--- config.mk ---
export PLATFORM = sky130hd
export DESIGN_NAME = mem_port_arbiter
export DESIGN_NICKNAME = d
export VERILOG_FILES = /design/src/rtl/mem_port_arbiter.sv
export SDC_FILE = /design/constraint.sdc
export NUM_CORES = 1
export LEC_CHECK = 0
export BUFFER_PORTS_ARGS = -buffer_cell sky130_fd_sc_hd__buf_2
export CAP_MARGIN = 10
export CORE_AREA = 2 2 111 102
export CTS_BUF_LIST = sky130_fd_sc_hd__clkbuf_16
export CTS_CLUSTER_DIAMETER = 200
export DETAILED_ROUTE_END_ITERATION = 10
export DIE_AREA = 0 0 113 104
export PLACE_DENSITY = 0.84
export SLEW_MARGIN = 20
export SYNTH_ARGS = -nofsm -noshare
export SYNTH_HDL_FRONTEND = slang
export SYNTH_SLANG_ARGS = --single-unit
--- constraint.sdc ---
create_clock -name clock -period 8.9 [get_ports clock]
set_input_delay 0 -clock clock [delete_from_list [all_inputs] [get_ports clock]]
set_output_delay 0 -clock clock [all_outputs]
set_load 0.05 [all_outputs]
--- src/rtl/mem_port_arbiter.sv ---
// Two-port (CPU / IOP) arbiter in front of one fixed-latency memory.
// One memory cycle is in flight at a time. On contention the IOP wins unless it won last time.

module mem_port_arbiter_port (
    input  logic        clock,
    input  logic        reset,
    input  logic        ack_set_i,
    input  logic        done_set_i,
    input  logic        cap_i,
    input  logic [31:0] mem_rdata_i,
    output logic        ack_o,
    output logic        done_o,
    output logic [31:0] rdata_o
);
    logic        ack_q;
    logic        done_q;
    logic [31:0] rdata_q, rdata_d;

    // Read data stays put until this port's next read completes.
    always_comb begin
        rdata_d = rdata_q;
        if (cap_i) rdata_d = mem_rdata_i;
    end

    always_ff @(posedge clock or posedge reset) begin
        if (reset) begin
            ack_q   <= 1'b0;
            done_q  <= 1'b0;
            rdata_q <= '0;
        end else begin
            ack_q   <= ack_set_i;
            done_q  <= done_set_i;
            rdata_q <= rdata_d;
        end
    end

    assign ack_o   = ack_q;
    assign done_o  = done_q;
    assign rdata_o = rdata_q;
endmodule

module mem_port_arbiter #(
    parameter int MEM_LAT = 3
) (
    input  logic        clock,
    input  logic        reset,
    input  logic        cpu_req,
    input  logic        cpu_we,
    input  logic [16:0] cpu_addr,
    input  logic [31:0] cpu_wdata,
    output logic        cpu_ack,
    output logic        cpu_done,
    output logic [31:0] cpu_rdata,
    input  logic        iop_req,
    input  logic        iop_we,
    input  logic [16:0] iop_addr,
    input  logic [31:0] iop_wdata,
    output logic        iop_ack,
    output logic        iop_done,
    output logic [31:0] iop_rdata,
    output logic        mem_start,
    output logic        mem_we,
    output logic [16:0] mem_addr,
    output logic [31:0] mem_wdata,
    input  logic [31:0] mem_rdata
);
    localparam int         NUM_PORTS = 2;
    localparam logic [3:0] LAT       = 4'(MEM_LAT);
    localparam logic       OWN_CPU   = 1'b0;
    localparam logic       OWN_IOP   = 1'b1;

    typedef enum logic {IDLE, BUSY} state_e;

    state_e      state_q, state_d;
    logic [3:0]  cnt_q, cnt_d;
    logic        owner_q, owner_d;
    logic        last_q, last_d;
    logic        start_q, start_d;
    logic        we_q, we_d;
    logic [16:0] addr_q, addr_d;
    logic [31:0] wdata_q, wdata_d;
    logic        winner;

    logic [NUM_PORTS-1:0]       port_req, port_we;
    logic [NUM_PORTS-1:0][16:0] port_addr;
    logic [NUM_PORTS-1:0][31:0] port_wdata, port_rdata;
    logic [NUM_PORTS-1:0]       ack_set, done_set, cap;
    logic [NUM_PORTS-1:0]       port_ack, port_done;

    assign port_req   = {iop_req, cpu_req};
    assign port_we    = {iop_we, cpu_we};
    assign port_addr  = {iop_addr, cpu_addr};
    assign port_wdata = {iop_wdata, cpu_wdata};

    // Alternate on contention: the IOP yields only if it holds the last grant.
    always_comb begin
        winner = OWN_CPU;
        if (port_req[OWN_IOP] && (!port_req[OWN_CPU] || last_q != OWN_IOP)) winner = OWN_IOP;
    end

    always_comb begin
        state_d  = state_q;
        cnt_d    = cnt_q;
        owner_d  = owner_q;
        last_d   = last_q;
        start_d  = 1'b0;
        we_d     = we_q;
        addr_d   = addr_q;
        wdata_d  = wdata_q;
        ack_set  = '0;
        done_set = '0;
        cap      = '0;
        case (state_q)
            IDLE: begin
                if (|port_req) begin
                    state_d         = BUSY;
                    cnt_d           = LAT;
                    owner_d         = winner;
                    last_d          = winner;
                    start_d         = 1'b1;
                    we_d            = port_we[winner];
                    addr_d          = port_addr[winner];
                    wdata_d         = port_wdata[winner];
                    ack_set[winner] = 1'b1;
                end
            end
            BUSY: begin
                cnt_d = cnt_q - 4'd1;
                // Last busy cycle: mem_rdata is valid now, done shows next cycle.
                if (cnt_q == 4'd1) begin
                    state_d           = IDLE;
                    done_set[owner_q] = 1'b1;
                    cap[owner_q]      = !we_q;
                end
            end
            default: state_d = IDLE;
        endcase
    end

    always_ff @(posedge clock or posedge reset) begin
        if (reset) begin
            state_q <= IDLE;
            cnt_q   <= '0;
            owner_q <= OWN_CPU;
            last_q  <= OWN_CPU;
            start_q <= 1'b0;
            we_q    <= 1'b0;
            addr_q  <= '0;
            wdata_q <= '0;
        end else begin
            state_q <= state_d;
            cnt_q   <= cnt_d;
            owner_q <= owner_d;
            last_q  <= last_d;
            start_q <= start_d;
            we_q    <= we_d;
            addr_q  <= addr_d;
            wdata_q <= wdata_d;
        end
    end

    for (genvar p = 0; p < NUM_PORTS; p++) begin : g_port
        mem_port_arbiter_port u_port (
            .clock      (clock),
            .reset      (reset),
            .ack_set_i  (ack_set[p]),
            .done_set_i (done_set[p]),
            .cap_i      (cap[p]),
            .mem_rdata_i(mem_rdata),
            .ack_o      (port_ack[p]),
            .done_o     (port_done[p]),
            .rdata_o    (port_rdata[p])
        );
    end

    assign cpu_ack   = port_ack[OWN_CPU];
    assign cpu_done  = port_done[OWN_CPU];
    assign cpu_rdata = port_rdata[OWN_CPU];
    assign iop_ack   = port_ack[OWN_IOP];
    assign iop_done  = port_done[OWN_IOP];
    assign iop_rdata = port_rdata[OWN_IOP];
    assign mem_start = start_q;
    assign mem_we    = we_q;
    assign mem_addr  = addr_q;
    assign mem_wdata = wdata_q;
endmodule

==> qor.yml <==
worst_setup_path:
  crit_arrival_ns: 3.13
  cpMostUsedCell: "buf_4"
  crit_type: "flop to flop"
  critPathCaptureType: "flop"
  r2r-start: "state_q$_DFF_PP0_"
  reg2reg_slack_ns: 6.05
  worstPathRequired_ns: 9.18
  startpoint_type: "flop"
  slowest_delay_ns: 0.58
  crit_chain: "o21bai_4 -> buf_4 -> clkinv_1 -> buf_4 -> nor2_1 -> a21oi_1 -> dlygate4sd3_1"
  r2r_end: "mem_wdata[6]$_DFFE_PP0P_"
  reg2reg_depth: 7
  cp_slowest_cell: "dlygate4sd3_1"
  crit_fanout: 51
sta:
  fmax_mhz: 351
  whs_ns: 0.237
  skew_ns: 0.00933
  period_share_pct: 32.0
  worst_pin_slew_ns: 0.992
  slew_headroom_pct: 33.8
  final-setup-viol-count: 0
  slew_violations: 0
  rsz0062_at_grt: "no"
  final_hold_viol_count: 0
  fin_crit_ns: 2.85
  setup_tns_ns: 0
pwr:
  power_density_nw_per_um2: 468
  p_leak_nw: 4.27
  power_mw: 4.01
  ir_drop_uv: 244
routing:
  vias: 5215
  dr.pass1.iters: 8
  drc_errors: 18
  wire_per_inst_microns: 18.7
  postRouteAntennaNets: 0
  dr.first_iter.drc_count: 534
  via_per_inst: 5.33
  drt_wl_total_mm: 18.3
place:
  gp_congestion: 0.826
  dp_hpwl_mm: 9.75
  portBuffers: 254
min_path:
  hp-class: "primary input to async pin"
logic_synthesis:
  syn_area_per_cell_sq_um: 11.6
  synth_fp_nets: 588
  async_reset_ff_share_pct: 100
  synth_top_flop_cell: "dfrtp_1"
  netlist_area_sq_um: 5230
  synth.distinct_cells: 30
  synth_edf_count: 0
  synth_seq_cells: 125
  seq_area_frac_synth_pct: 59.9
  yosys_warnings: 0
  synth_cells: 450
clock_tree:
  cts_buffer_depth: 2
  path_clk_slew_ns: 0.06
  cts_resized: 0
  cts_sinks: 125
  cts_tree: "built"
  clk_latency_ns: 0.40
  clockRootBuffer: "clkbuf_16"
  cts_max_level: 4
  cts_buffers: 17
global_route:
  track_usage_pct: 31.1
  grt_max_degree: 73
  antenna_found_initial: 0
  grt_pass1_wl_mm: 28.8
  first_global_vias: 5589
  grt_overflow: 0
job:
  cap_viol_max_count: 0
layout:
  drive_gt1_share_pct: 41.9
  most-common-layout-cells: "254 x buf_2, 135 x dlygate4sd3_1, 125 x dfrtp_1"
  antenna_cells: 0
  nets: 970
  n_fill_cell: 538
  final_common_cell: "buf_2"
  syn_to_final_growth_pct: 63.9
die:
  dieArea_sq_um: 11800
  rows: 36
  core_area_sq_um: 10600
  start_util_pct: 49.2
  die_x_microns: 113
  die_y_microns: 104
  ioPinCount: 255
outcome:
  outcome: "finished with violations"
  violations: "DRC"
## how the worst max path moves through the flow
stage | startpoint | endpoint
floorplan | reset | cnt_q[0]$_DFFE_PP0P_
global placement | state_q$_DFF_PP0_ | mem_addr[3]$_DFFE_PP0P_
detailed placement | state_q$_DFF_PP0_ | mem_addr[7]$_DFFE_PP0P_
CTS | state_q$_DFF_PP0_ | mem_wdata[6]$_DFFE_PP0P_
global route | state_q$_DFF_PP0_ | mem_wdata[6]$_DFFE_PP0P_
finish | state_q$_DFF_PP0_ | mem_wdata[6]$_DFFE_PP0P_
## routing by layer
layer | wire length, microns | up-vias | track usage, %
li1 | - | 2287 | -
met1 | 6610 | 2519 | 34.8
met2 | 9400 | 340 | 54.7
met3 | 1480 | 69 | 7.23
met4 | 829 | 0 | 16.3
met5 | 0 | - | 0
## registers in the layout, indices dropped and copies added, names as in the netlist
signal	cells
mem_start	1
g_port.u_port.done_o	2
mem_wdata	32
g_port.u_port.ack_o	2
mem_we	1
g_port.u_port.rdata_o	64
state_q	1
last_q	1
cnt_q	4
mem_addr	17
## layout make-up
class | count | area [sq um] | area share [%]
clock inverter | 15 | 225 | 2.63
sequential | 125 | 3130 | 36.5
multi-input combinational | 290 | 1920 | 22.5
inverter | 5 | 21.3 | 0.248
timing repair buffer | 393 | 2670 | 31.2
clock buffer | 17 | 425 | 4.97
tap | 133 | 166 | 1.94
## worst max-delay path: cells and delay by family (launching register included)
kind | cells | cell delay, ns
flip-flops | 1 | 0.52
buffers and inverters | 4 | 1.51
AO/OA/AOI/OAI | 2 | 0.37
AND/OR/NAND/NOR | 1 | 0.28
## repair_timing
action / 4_1_cts / 5_1_grt
buffers inserted: 0 / 0
hold endpoints to repair: 170 / 0
hold buffers: 135 / 0
## metrics by stage
stage / setup slack, ns / util [%] / cells / cell area, sq um
2_1_floorplan: 5.57 / - / 450 / 5230
3_3_place_gp: 6.93 / 61.5 / 810 / 6530
3_5_place_dp: 6.80 / 61.7 / 811 / 6560
4_1_cts: 6.22 / 80.5 / 978 / 8560
5_1_grt: 5.99 / 80.5 / 978 / 8560
6_report: 6.05 / 80.5 / 978 / 8560
## Yosys cell counts, types with 2 or more instances
library cell / n / area, sq um
dfrtp_1: 125 / 3130
a21oi_1: 102 / 510
nor2_1: 54 / 203
nand2_1: 51 / 191
mux2_2: 32 / 360
mux2_4: 30 / 450
buf_2: 13 / 65.1
clkbuf_1: 9 / 33.8
buf_6: 6 / 67.6
inv_1: 4 / 15.0
ha_1: 2 / 25.0
mux2_1: 2 / 22.5
nand3_1: 2 / 10.0
o21ai_0: 2 / 10.0
## cells by family (layout without fill, tap and decap cells)
kind of cell               Yosys count  in the layout  share of synthesized area, %
DFF                                125            125                          59.9
buffers and inverters               35            430                          3.76
and+or+nand+nor                    115            115                          9.20
muxes                               65             65                          16.1
adders and majority gates            2              2                         0.479
AOI/OAI and AO/OA                  108            108                          10.6
## power by group
part	switching [mW]	internal, mW
Clock	0.249	0.520
Sequential	0.194	0.858
Combinational	1.47	0.721
Note: power is estimated with default switching activity, not from simulation.
